[src/rtl/fir_seq_pkg.sv]
// Shared types and defaults for the FIR MAC sequencer: state encoding,
// default geometry and the DRAIN counter width.
package fir_seq_pkg;

  typedef enum logic [2:0] {
    ST_FLUSH = 3'd0,
    ST_IDLE  = 3'd1,
    ST_MAC   = 3'd2,
    ST_DRAIN = 3'd3,
    ST_HOLD  = 3'd4
  } seq_state_t;

  localparam int TAPS_DEF    = 4;
  localparam int DW_DEF      = 16;
  localparam int MAC_LAT_DEF = 2;

  // Wide enough for MAC pipelines up to 16 cycles deep.
  localparam int DRAIN_CW = 4;

endpackage

[src/rtl/fir_mac_sequencer_if.sv]
// Bus between the FIR sequencer and its neighbours: sample input handshake,
// sample RAM / coefficient ROM ports, MAC strobes and result handshake.
interface fir_mac_sequencer_if #(
  parameter int AW = 2,
  parameter int DW = 16
);

  // Handshakes: a transfer happens on a rising edge where valid and ready are
  // both high; valid is held with stable data until that edge, and ready may
  // only be acted on together with valid.
  logic          in_valid;
  logic          in_ready;
  logic [DW-1:0] in_sample;
  logic          smp_we;
  logic [AW-1:0] smp_waddr;
  logic [DW-1:0] smp_wdata;
  logic [AW-1:0] smp_raddr;
  logic [AW-1:0] coef_raddr;
  logic          mac_clr;
  logic          mac_en;
  logic          out_valid;
  logic          out_ready;

  modport master (
    input  in_valid, in_sample, out_ready,
    output in_ready, smp_we, smp_waddr, smp_wdata, smp_raddr, coef_raddr,
           mac_clr, mac_en, out_valid
  );

  modport slave (
    output in_valid, in_sample, out_ready,
    input  in_ready, smp_we, smp_waddr, smp_wdata, smp_raddr, coef_raddr,
           mac_clr, mac_en, out_valid
  );

endinterface

[src/rtl/fir_seq_addr_gen.sv]
// Address generator: circular write pointer, current-sample latch and tap
// counter; produces the sample/coefficient read addresses for each MAC step.
module fir_seq_addr_gen #(
  parameter int AW = 2
) (
  input  logic          system1000,
  input  logic          system1000_rstn,
  input  logic          accept,
  input  logic          step,
  output logic [AW-1:0] wptr,
  output logic [AW-1:0] smp_raddr,
  output logic [AW-1:0] coef_raddr,
  output logic          last_tap
);

  logic [AW-1:0] cur;
  logic [AW-1:0] k;

  // All three counters are AW bits wide, so TAPS-1 -> 0 wraps by overflow.
  always_ff @(posedge system1000) begin
    if (!system1000_rstn) begin
      wptr <= '0;
      cur  <= '0;
      k    <= '0;
    end else if (accept) begin
      cur  <= wptr;
      wptr <= wptr + AW'(1);
      k    <= '0;
    end else if (step) begin
      k <= k + AW'(1);
    end
  end

  assign last_tap   = step & (k == '1);
  assign smp_raddr  = step ? (cur - k) : '0;
  assign coef_raddr = step ? k : '0;

endmodule

[src/rtl/fir_mac_sequencer.sv]
// Time-multiplexed FIR controller: FLUSH -> IDLE -> MAC -> DRAIN -> HOLD.
// Optional FIR_SEQ_STALL_CNT_EN adds a saturating output backpressure counter.
module fir_mac_sequencer
  import fir_seq_pkg::*;
#(
  parameter int TAPS    = TAPS_DEF,
  parameter int AW      = $clog2(TAPS),
  parameter int DW      = DW_DEF,
  parameter int MAC_LAT = MAC_LAT_DEF
) (
  input  logic                 system1000,
  input  logic                 system1000_rstn,
`ifdef FIR_SEQ_STALL_CNT_EN
  output logic [15:0]          stall_cnt,
`endif
  output seq_state_t           dbg_state,
  fir_mac_sequencer_if.master  bus
);

  seq_state_t            state;
  logic [AW:0]           fcnt;
  logic [DRAIN_CW-1:0]   dcnt;
  logic                  flush_we_q;
  logic [AW-1:0]         flush_addr_q;
  logic                  in_ready_q;
  logic                  mac_en_q;
  logic                  mac_clr_q;
  logic                  out_valid_q;
  logic                  accept;
  logic                  last_tap;
  logic [AW-1:0]         wptr;
  logic [AW-1:0]         smp_raddr;
  logic [AW-1:0]         coef_raddr;
  logic [DW-1:0]         wdata;

  assign accept = bus.in_valid & in_ready_q;

  fir_seq_addr_gen #(.AW(AW)) u_addr_gen (
    .system1000      (system1000),
    .system1000_rstn (system1000_rstn),
    .accept          (accept),
    .step            (mac_en_q),
    .wptr            (wptr),
    .smp_raddr       (smp_raddr),
    .coef_raddr      (coef_raddr),
    .last_tap        (last_tap)
  );

  // Outputs are registered alongside the state so they change on the same edge.
  always_ff @(posedge system1000) begin
    if (!system1000_rstn) begin
      state        <= ST_FLUSH;
      fcnt         <= '0;
      dcnt         <= '0;
      flush_we_q   <= 1'b0;
      flush_addr_q <= '0;
      in_ready_q   <= 1'b0;
      mac_en_q     <= 1'b0;
      mac_clr_q    <= 1'b0;
      out_valid_q  <= 1'b0;
    end else begin
      case (state)
        ST_FLUSH: begin
          if (fcnt == (AW+1)'(TAPS)) begin
            state        <= ST_IDLE;
            flush_we_q   <= 1'b0;
            flush_addr_q <= '0;
            in_ready_q   <= 1'b1;
          end else begin
            flush_we_q   <= 1'b1;
            flush_addr_q <= fcnt[AW-1:0];
            fcnt         <= fcnt + (AW+1)'(1);
          end
        end
        ST_IDLE: begin
          if (accept) begin
            state      <= ST_MAC;
            in_ready_q <= 1'b0;
            mac_en_q   <= 1'b1;
            mac_clr_q  <= 1'b1;
          end
        end
        ST_MAC: begin
          mac_clr_q <= 1'b0;
          if (last_tap) begin
            state    <= ST_DRAIN;
            mac_en_q <= 1'b0;
            dcnt     <= '0;
          end
        end
        ST_DRAIN: begin
          if (dcnt == DRAIN_CW'(MAC_LAT - 1)) begin
            state       <= ST_HOLD;
            out_valid_q <= 1'b1;
          end else begin
            dcnt <= dcnt + DRAIN_CW'(1);
          end
        end
        ST_HOLD: begin
          if (bus.out_ready) begin
            state       <= ST_IDLE;
            out_valid_q <= 1'b0;
            in_ready_q  <= 1'b1;
          end
        end
        default: state <= ST_FLUSH;
      endcase
    end
  end

  // The accepted sample goes straight to the RAM in its handshake cycle.
  assign wdata          = accept ? bus.in_sample : '0;
  assign bus.in_ready   = in_ready_q;
  assign bus.smp_we     = flush_we_q | accept;
  assign bus.smp_waddr  = flush_we_q ? flush_addr_q : (accept ? wptr : '0);
  assign bus.smp_wdata  = wdata;
  assign bus.smp_raddr  = smp_raddr;
  assign bus.coef_raddr = coef_raddr;
  assign bus.mac_clr    = mac_clr_q;
  assign bus.mac_en     = mac_en_q;
  assign bus.out_valid  = out_valid_q;
  assign dbg_state      = state;

`ifdef FIR_SEQ_STALL_CNT_EN
  // Counts every HOLD cycle refused by the consumer; cleared only by reset.
  always_ff @(posedge system1000) begin
    if (!system1000_rstn) begin
      stall_cnt <= '0;
    end else if ((state == ST_HOLD) && !bus.out_ready && (stall_cnt != 16'hFFFF)) begin
      stall_cnt <= stall_cnt + 16'd1;
    end
  end
`else
  // Backpressure is not tracked in this build.
`endif

endmodule

[src/flat_wrapper.sv]
// flat-port wrapper written by rule: the top's interface ports become plain ports
module fir_mac_sequencer_flat import fir_seq_pkg::*;
#(
  parameter int TAPS    = TAPS_DEF,
  parameter int AW      = $clog2(TAPS),
  parameter int DW      = DW_DEF,
  parameter int MAC_LAT = MAC_LAT_DEF
)
  (system1000, system1000_rstn, dbg_state, bus_in_valid, bus_in_sample, bus_out_ready, bus_in_ready, bus_smp_we, bus_smp_waddr, bus_smp_wdata, bus_smp_raddr, bus_coef_raddr, bus_mac_clr, bus_mac_en, bus_out_valid);
  fir_mac_sequencer_if #(.AW(AW), .DW(DW)) bus_i ();
  input  logic system1000;
  input  logic system1000_rstn;
  output seq_state_t dbg_state;
  input wire logic [$bits(bus_i.in_valid)-1:0] bus_in_valid;
  input wire logic [$bits(bus_i.in_sample)-1:0] bus_in_sample;
  input wire logic [$bits(bus_i.out_ready)-1:0] bus_out_ready;
  output wire logic [$bits(bus_i.in_ready)-1:0] bus_in_ready;
  output wire logic [$bits(bus_i.smp_we)-1:0] bus_smp_we;
  output wire logic [$bits(bus_i.smp_waddr)-1:0] bus_smp_waddr;
  output wire logic [$bits(bus_i.smp_wdata)-1:0] bus_smp_wdata;
  output wire logic [$bits(bus_i.smp_raddr)-1:0] bus_smp_raddr;
  output wire logic [$bits(bus_i.coef_raddr)-1:0] bus_coef_raddr;
  output wire logic [$bits(bus_i.mac_clr)-1:0] bus_mac_clr;
  output wire logic [$bits(bus_i.mac_en)-1:0] bus_mac_en;
  output wire logic [$bits(bus_i.out_valid)-1:0] bus_out_valid;
  assign bus_i.in_valid = bus_in_valid;
  assign bus_i.in_sample = bus_in_sample;
  assign bus_i.out_ready = bus_out_ready;
  assign bus_in_ready = bus_i.in_ready;
  assign bus_smp_we = bus_i.smp_we;
  assign bus_smp_waddr = bus_i.smp_waddr;
  assign bus_smp_wdata = bus_i.smp_wdata;
  assign bus_smp_raddr = bus_i.smp_raddr;
  assign bus_coef_raddr = bus_i.coef_raddr;
  assign bus_mac_clr = bus_i.mac_clr;
  assign bus_mac_en = bus_i.mac_en;
  assign bus_out_valid = bus_i.out_valid;
  fir_mac_sequencer #(.TAPS(TAPS), .AW(AW), .DW(DW), .MAC_LAT(MAC_LAT)) u_core (.system1000(system1000), .system1000_rstn(system1000_rstn), .dbg_state(dbg_state), .bus(bus_i));
endmodule
[config.mk]
export PLATFORM = sky130hd
export DESIGN_NAME = fir_mac_sequencer_flat
export DESIGN_NICKNAME = d
export VERILOG_FILES = /design/src/rtl/fir_seq_pkg.sv /design/src/rtl/fir_mac_sequencer_if.sv /design/src/rtl/fir_seq_addr_gen.sv /design/src/rtl/fir_mac_sequencer.sv /design/src/flat_wrapper.sv
export SDC_FILE = /design/constraint.sdc
export NUM_CORES = 1
export LEC_CHECK = 0
export BUFFER_PORTS_ARGS = -buffer_cell sky130_fd_sc_hd__buf_4
export CORE_MARGIN = 2
export CORE_UTILIZATION = 45
export DETAILED_ROUTE_END_ITERATION = 12
export PLACE_DENSITY_LB_ADDON = 0.2
export SYNTH_ARGS = -nofsm -noshare
export SYNTH_HDL_FRONTEND = slang
export SYNTH_SLANG_ARGS = --single-unit
export TNS_END_PERCENT = 50
[constraint.sdc]
create_clock -name system1000 -period 2.3 [get_ports system1000]
set_clock_uncertainty 0.15 [all_clocks]
set_input_delay 0.46 -clock system1000 [delete_from_list [all_inputs] [get_ports system1000]]
set_output_delay 0.46 -clock system1000 [all_outputs]
set_load 0.02 [all_outputs]
==> results of run 1 <==
[worst max-delay path: cells and delay by family, from the launching register on]
kind	cells	cell delay (ns)
DFF	1	0.36
xor gates and xnor gates	2	0.31
adders and majority gates	1	0.19
buffers and inverters	2	0.18
and+or+nand+nor	1	0.13
[kinds of logic (layout without fill, tap and decap cells)]
family          count (synthesis)  after routing  synth area share
xor+xnor                        8              8            0.0506
compound gates                 28             28             0.152
buf+inv                        17             62            0.0778
flops                          23             23             0.333
fa+ha+maj                       6              6            0.0542
mux                             5              5            0.0398
simple gates                   71             71             0.293
[final cells by class]
class / count / area (um2)
clock buffer: 4 / 26.3
fill: 276 / 1220
inverter: 6 / 22.5
multi-input combinational: 118 / 816
sequential: 23 / 460
tap: 33 / 41.3
timing repair buffer: 52 / 390
[layer usage]
layer,wire (um),GRT usage
met1,1330,0.222
met2,1560,0.364
met3,175,0.0349
met4,14,0.0325
met5,0,0
[sequential cells by signal, indices dropped and copies added (netlist names), 2 cells and up]
name / cells
u_core.dbg_state: 3
u_core.u_addr_gen.wptr: 2
u_core.flush_addr_q: 2
u_core.u_addr_gen.cur: 2
u_core.fcnt: 3
u_core.u_addr_gen.k: 2
u_core.dcnt: 4
[power breakdown]
part / internal (uW) / switching (uW)
Sequential: 467 / 104
Combinational: 318 / 346
Clock: 67.4 / 116
Total: 852 / 567
[cell usage in the layout (no fill, tap or decap), types with 2 or more instances in the layout]
cell      netlist  routed
buf_4           0      52
dfxtp_1        23      23
and3_1         16      16
nand2_1        13      13
nor2_1          9       9
and2_1          8       8
xnor2_1         8       8
inv_1           6       6
nor2b_1         6       6
a21oi_1         6       6
ha_1            6       6
o21ai_0         5       5
nand3b_1        5       5
a21boi_0        4       4
mux2i_1         4       4
nand3_1         3       3
clkbuf_4        0       3
nand2b_1        2       2
a22oi_1         2       2
nor3_1          2       2
[path summary, 6_finish.rpt]
| path | startpoint | to | slack [ns] |
|---|---|---|---|
| hold / removal | system1000_rstn | u_core.dcnt[3] | 0.33 |
| setup / recovery | u_core.u_addr_gen.cur[0] | bus_smp_raddr[1] | 0.23 |
| setup reg to reg | u_core.fcnt[0] | u_core.fcnt[2] | 0.28 |
| hold reg to reg | u_core.u_addr_gen.cur[0] | u_core.u_addr_gen.cur[0] | 0.34 |
[per-stage QoR]
stage	utilization	power, uW	worst slack [ns]	instances
after floorplan	-	1050	0.355	158
after global placement	0.581	1220	0.391	232
after detailed placement	0.581	1250	0.295	232
after CTS	0.590	1430	0.210	236
after global routing	0.590	1530	0.0879	236
final	0.590	1420	0.226	236
==> flow_summary.toml, run 1 <==
[sta]
hold_violations = 0
drv_slew = 0
timing.final.crit_period_ns = 2.07
setup_tns_ns = 0
max_freq_ghz = 0.482
tightest_slew_ns = 0.604
rsz0062_at_grt = "false"
holdWs_ns = 0.334
setup_violations = 0
post-route-period-util = 0.902
relSlewSlack = 0.597

[layout]
area_growth_pct = 26.9
insertedDiodeCount = 0
stdcell_area_um2 = 1760
finalNetCount = 230
layout-drive-gt1-share = 0.310

[route]
wl_um = 3080
drc = 0
ant_nets = 0
drt_pass1_iterations = 3
vias = 1249
drt_iter0_markers = 18
via_per_inst = 5.29
wire_per_inst_um = 13.0

[floorplan]
pin_count = 50
coreArea_um2 = 2980
start_util = 0.465
die_w_um = 59.5
rows = 20
dieHeight_um = 59.5
dieArea_um2 = 3530

[worst_setup_path]
reg2reg_depth = 6
path_cells = "inv_1, ha_1, xnor2_1, xnor2_1, and2_1, buf_4"
arrival_ns = 1.46
critical_path_class = "reg2out"
path_max_fanout = 2
worst_path_max_delay_cell = "dfxtp_1"
cp.required_ns = 1.69
max_stage_delay_ns = 0.36
cp-end-kind = "output port"
cp-start-kind = "flip-flop"
crit_path_frequent_cell = "xnor2_1"

[clocking]
cts_tree = "yes"
ctsHoldBuffers = 0
post-cts-setup-buffer-count = 0
clk_latency_ns = 0.30
cts_sinks = 23
cts_max_level = 1
root_buffer = "clkbuf_4"
cts_resized = 0
cts_inserted_buffers = 3
clk_pin_slew_worst_paths_ns = 0.13
clk_path_buf_depth = 2

[synth]
netlist.area_leader.share = 0.333
synth_edf_count = 0
synth_common_cells = "dfxtp_1 (23), and3_1 (16), nand2_1 (13), nor2_1 (9)"
synth_area_leaders = "dfxtp_1 (33%), and3_1 (7.2%), ha_1 (5.4%)"
synth_cells = 158
synth-main-ff-cell = "dfxtp_1"
yosysWarnings = 0
synth.largest_area_cell = "dfxtp_1"
synthesis.area_um2 = 1380
yosysMostFrequentCell = "dfxtp_1"
yosysSeqAreaShare = 0.333
synthesis.nets = 184
synth_seq_cells = 23
syn_avg_cell_area_um2 = 8.76
async_flop_share = 0
synth_cell_type_count = 40

[hold_path]
hold_path_depth = 3
hp-class = "in2reg"

[global_routing]
overflow = 0
grt_max_degree = 26
grt_pass1_wl_um = 5260
antenna_found_initial = 0
grtUsageTotal = 0.192
grt_pass1_vias = 1304

[place]
finalWeightedCongestion = 0.781
port_buffers = 49
dpl_cell_area_um2 = 1730
dpl.hpwl_um = 2360

[pwr]
powerDensity_nw_per_um2 = 808
leakage_uw = 0.000812
ir_drop_mv = 0.290

[status]
status = "finished, final reports clean"

[job]
cap_violations = 0
Power figures use the tool's default switching activity.
==> run 2, diff against run 1 <==
- ABC_AREA: default -> 1
- CORE_ASPECT_RATIO: default -> 0.6
- RECOVER_POWER: default -> 100
==> run 2 against run 1 <==
  * Clock-buffer cell count unchanged
  * Wire length rose by 1.3%
  * Non-clock buffer count down 2
  * Maximum frequency decreased by 1.9%
  * Synthesized cell count increased by 24%
  * Sequential power is 4.0% lower
  * Register-to-register slack improved by 0.24 ns
==> flow_summary.toml, run 2 <==
[status]
status = "finished, final reports clean"

[place]
finalWeightedCongestion = 0.787
dpl.hpwl_um = 2380
port_buffers = 49
dpl_cell_area_um2 = 1720

[layout]
area_growth_pct = 22.6
top_register = "u_core.dcnt"
n_fill_cell = 310
final_cell_mix = "inv_1 (36), nor2_1 (36), nand2_1 (31)"
stdcell_area_um2 = 1620
layout-drive-gt1-share = 0.147
largest_register_ff_count = 4
insertedDiodeCount = 0
finalNetCount = 272

[sta]
hold_violations = 0
rsz0062_at_grt = "false"
setup_tns_ns = 0
post-route-period-util = 0.919
relSlewSlack = 0.687
max_freq_ghz = 0.473
drv_slew = 0
timing.final.crit_period_ns = 2.11
setup_violations = 0
tightest_slew_ns = 0.469

[route]
drc = 0
ant_nets = 0
vias = 1303
drt_pass1_iterations = 4
wire_per_inst_um = 10.9
via_per_inst = 4.54
drt_iter0_markers = 47
wl_um = 3120

[floorplan]
rows = 15
pin_count = 50
die_w_um = 73.9
dieArea_um2 = 3400
start_util = 0.466
coreArea_um2 = 2830
dieHeight_um = 46.0

[synth]
netlist.area_leader.share = 0.349
yosysWarnings = 0
synthesis.area_um2 = 1320
synth_cell_type_count = 26
synth_seq_cells = 23
synth-main-ff-cell = "dfxtp_1"
synth_cells = 196
yosysMostFrequentCell = "inv_1"
synth.largest_area_cell = "dfxtp_1"
syn_avg_cell_area_um2 = 6.73
synth_edf_count = 0
yosysSeqAreaShare = 0.349
synth_area_leaders = "dfxtp_1 (35%), inv_1 (10%), nor2_1 (9.4%)"
async_flop_share = 0
synth_common_cells = "inv_1 (35), nor2_1 (33), nand2_1 (31), dfxtp_1 (23), a21oi_1 (19)"
synthesis.nets = 222

[clocking]
root_buffer = "clkbuf_8"
cts_sinks = 23
cts_tree = "yes"
clk_path_buf_depth = 2
cts_max_level = 1
post-cts-setup-buffer-count = 0
clk_pin_slew_worst_paths_ns = 0.08
clk_latency_ns = 0.27
cts_resized = 0
ctsHoldBuffers = 0
cts_inserted_buffers = 3

[job]
cap_violations = 0

[pwr]
powerDensity_nw_per_um2 = 920
ir_drop_mv = 0.553
leakage_uw = 0.000744

[hold_path]
min_from = "u_core.bus.out_valid"
hold_path_depth = 2
hp-class = "reg2reg"

[global_routing]
grt_max_degree = 15
grtUsageTotal = 0.195
antenna_found_initial = 0
overflow = 0
grt_pass1_wl_um = 4900
grt_pass1_vias = 1087

[worst_setup_path]
reg2reg_depth = 6
arrival_ns = 1.50
cp-start-kind = "flip-flop"
cp-end-kind = "output port"
path_max_fanout = 10
critical_path_class = "reg2out"
cp.required_ns = 1.69
r2r-start = "u_core.dbg_state[1]"
crit_path_start = "u_core.bus.in_ready"
## run 2: cell count changes in the layout (fill, tap and decap cells not counted), sizes merged, moves of 16 or more
cell and delta:
inv +33, buf -31, clkbuf +29, nor2 +28, nand2 +20, and3 -16
## run 2: cells by family after synthesis
family / after synthesis / share of synthesized area
AND/OR/NAND/NOR: 92 / 0.334
buffers and inverters: 44 / 0.134
AO/OA/AOI/OAI: 29 / 0.114
flip-flops: 23 / 0.349
adder cells (fa/ha/maj): 6 / 0.0569
XOR/XNOR: 2 / 0.0133
## run 2: layout make-up
type                    count  area [um2]  area share
flip-flops and latches     23         460       0.285
well taps                  42        52.6      0.0325
repair buffers             50         268       0.166
clock buffers               4        45.0      0.0278
inverters                  39         149      0.0920
multi-input cells         129         643       0.398
## run 2: power by group
group          internal (uW)  leakage (uW)  switching (uW)  total (uW)
combinational            211      0.000534             479         690
clock                    124     0.0000228             126         250
sequential               473      0.000187            75.0         548
## run 2: per-layer routing
layer	GRT usage	up-vias	part of all wire
li1	-	711	-
met1	0.283	552	0.55
met2	0.277	35	0.37
met3	0.0509	5	0.062
met4	0.0764	0	0.013
met5	0	-	0
## run 2: critical path, stage by stage, from the launching register on
cell	delay (ns)
dfxtp_1	0.35
nand2_1	0.24
nor2_1	0.21
inv_1	0.10
o21ai_0	0.15
clkbuf_2	0.19
## run 2: stage by stage
step / power, uW / utilization / hold WS, ns / setup slack (ns) / cells
after floorplan: 1130 / - / 0.278 / 0.427 / 196
after detailed placement: 1370 / 0.607 / 0.306 / 0.282 / 283
after global routing: 1610 / 0.571 / 0.335 / 0.0271 / 287
after CTS: 1620 / 0.623 / 0.316 / 0.199 / 287
final: 1490 / 0.571 / 0.315 / 0.186 / 287
after global placement: 1360 / 0.607 / 0.304 / 0.313 / 283
## run 2: path summary, 6_finish.rpt
path	slack, ns	endpoint
setup / recovery	0.19	bus_smp_waddr[0]
hold / removal	0.31	u_core.bus.out_valid
setup reg to reg	0.52	u_core.dcnt[3]
hold reg to reg	0.31	u_core.bus.out_valid
==> run 3, diff against run 2 <==
- clock period: 2.3 -> 2 ns (I/O delays scaled with it)
==> run 3 against run 2 <==
  * Register-to-register slack worse by 0.29 ns
  * Wire length is 3.7% lower
  * First-iteration DRC count is 17% higher
  * Setup slack worse by 0.058 ns
  * Total power is 15% higher
  * Critical path depth stayed put
  * Core utilization is 0.53 points higher
  * Cell count is 0.35% higher
  * Global-route usage is 0.68 points lower
  * Combinational power is 18% higher
  * Largest cell class unchanged
  * Highest routed layer unchanged
==> flow_summary.toml, run 3 (same netlist as run 2, synthesis figures left out) <==
[layout]
layout-drive-gt1-share = 0.191
area_growth_pct = 23.7
final_cell_mix = "inv_1 (36), nor2_1 (35), nand2_1 (31)"
n_fill_cell = 289
finalNetCount = 273
final_cells = 288
mostFrequentLayoutCell = "inv_1"
top_register = "u_core.dcnt"
largest_register_ff_count = 4
insertedDiodeCount = 0

[route]
vias = 1307
wire_per_inst_um = 10.4
drc = 0
via_per_inst = 4.54
drt_iter0_markers = 55
ant_nets = 0
drt_pass1_iterations = 4
wl_um = 3000

[worst_setup_path]
cp_top_family = "flip-flops"
cp-end-kind = "output port"
path_max_fanout = 6
critPathBufInv = 2
timing.rr.end = "u_core.dbg_state[0]"
path_cells = "nand2_1, nor2_1, inv_1, o21ai_0, buf_2"
reg2reg_depth = 6
cp-start-kind = "flip-flop"
max_stage_delay_ns = 0.35
critical_path_class = "reg2out"
worst_path_max_delay_cell = "dfxtp_1"
r2r-start = "u_core.dbg_state[0]"
r2r_slack_ns = 0.23
cp.required_ns = 1.45
arrival_ns = 1.32

[sta]
drv_slew = 0
setup_violations = 0
relSlewSlack = 0.690
hold_violations = 0
holdWs_ns = 0.270
setup_tns_ns = 0
fin_ws_ns = 0.127
tightest_slew_ns = 0.464
max_freq_ghz = 0.534
rsz0062_at_grt = "false"
timing.final.crit_period_ns = 1.87
post-route-period-util = 0.936

[place]
post-place-ws_ns = 0.235
finalWeightedCongestion = 0.815
place_inst = 284
dpl.hpwl_um = 2390
port_buffers = 49

[pwr]
leakage_uw = 0.000781
power_uw = 1720
ir_drop_mv = 0.721
powerDensity_nw_per_um2 = 1050

[clocking]
clk_path_buf_depth = 2
cts_tree = "yes"
clk_pin_slew_worst_paths_ns = 0.08
ctsHoldBuffers = 0
clk_latency_ns = 0.26
root_buffer = "clkbuf_8"
cts_max_level = 1
cts_sinks = 23
cts_inserted_buffers = 3
post-cts-setup-buffer-count = 0
cts_resized = 0

[global_routing]
grt_pass1_vias = 1040
use_met2 = 0.259
busiest_layer = "met1"
grt_pass1_wl_um = 4750
globalRouteMet3Util = 0.0509
grt_max_degree = 15
antenna_found_initial = 0
grtUsageMet1 = 0.284
overflow = 0
grtUsageTotal = 0.189

[floorplan]
coreArea_um2 = 2830
pin_count = 50
dieHeight_um = 46.0
die_w_um = 73.9
rows = 15
dieArea_um2 = 3400
start_util = 0.466

[hold_path]
hold_path_depth = 3
min_to = "u_core.dbg_state[0]"
hp-class = "in2reg"
min_from = "system1000_rstn"

[job]
cap_violations = 0

[status]
status = "finished, final reports clean"
run 3: how the worst max path moves through the flow:
stage | startpoint | endpoint | slack [ns] | cells after the start
2_1_floorplan | u_core.bus.in_ready | bus_smp_wdata[10] | 0.19 | 4
3_3_place_gp | bus_in_valid | bus_smp_we | 0.26 | 5
6_report | u_core.bus.in_ready | bus_smp_waddr[0] | 0.13 | 5
4_1_cts | u_core.bus.in_ready | bus_smp_waddr[0] | 0.11 | 5
5_1_grt | u_core.bus.in_ready | bus_smp_waddr[0] | 0.008 | 5
3_5_place_dp | bus_in_valid | bus_smp_we | 0.23 | 5
run 3: layer usage:
| layer | share of wire | wire length, um | up-vias |
|---|---|---|---|
| li1 | - | - | 707 |
| met1 | 0.52 | 1550 | 555 |
| met2 | 0.39 | 1170 | 43 |
| met3 | 0.084 | 251 | 2 |
| met4 | 0.0093 | 28 | 0 |
| met5 | 0 | 0 | - |
run 3: power breakdown:
part           total, uW  internal, uW  switching, uW
logic                812           254            558
clock network        276           142            134
registers            629           544           85.7
run 3: stage by stage:
| step | area [um2] | utilization |
|---|---|---|
| detailed placement | 1730 | 0.610 |
| floorplan | 1320 | - |
| global placement | 1730 | 0.610 |
| CTS | 1770 | 0.626 |
| finish | 1630 | 0.576 |
| global route | 1630 | 0.576 |
run 3: cell type report:
cell class	count	area (um2)	share of cell area
clock buffer	4	45.0	0.0276
inverter	39	149	0.0912
multi-input combinational	129	641	0.392
sequential	23	460	0.282
tap	42	52.6	0.0322
timing repair buffer	51	285	0.175
run 3: tightest hold or removal path: cells and delay by family:
family	cells	cell delay [ns]
buf+inv	1	0.15
simple gates	2	0.10
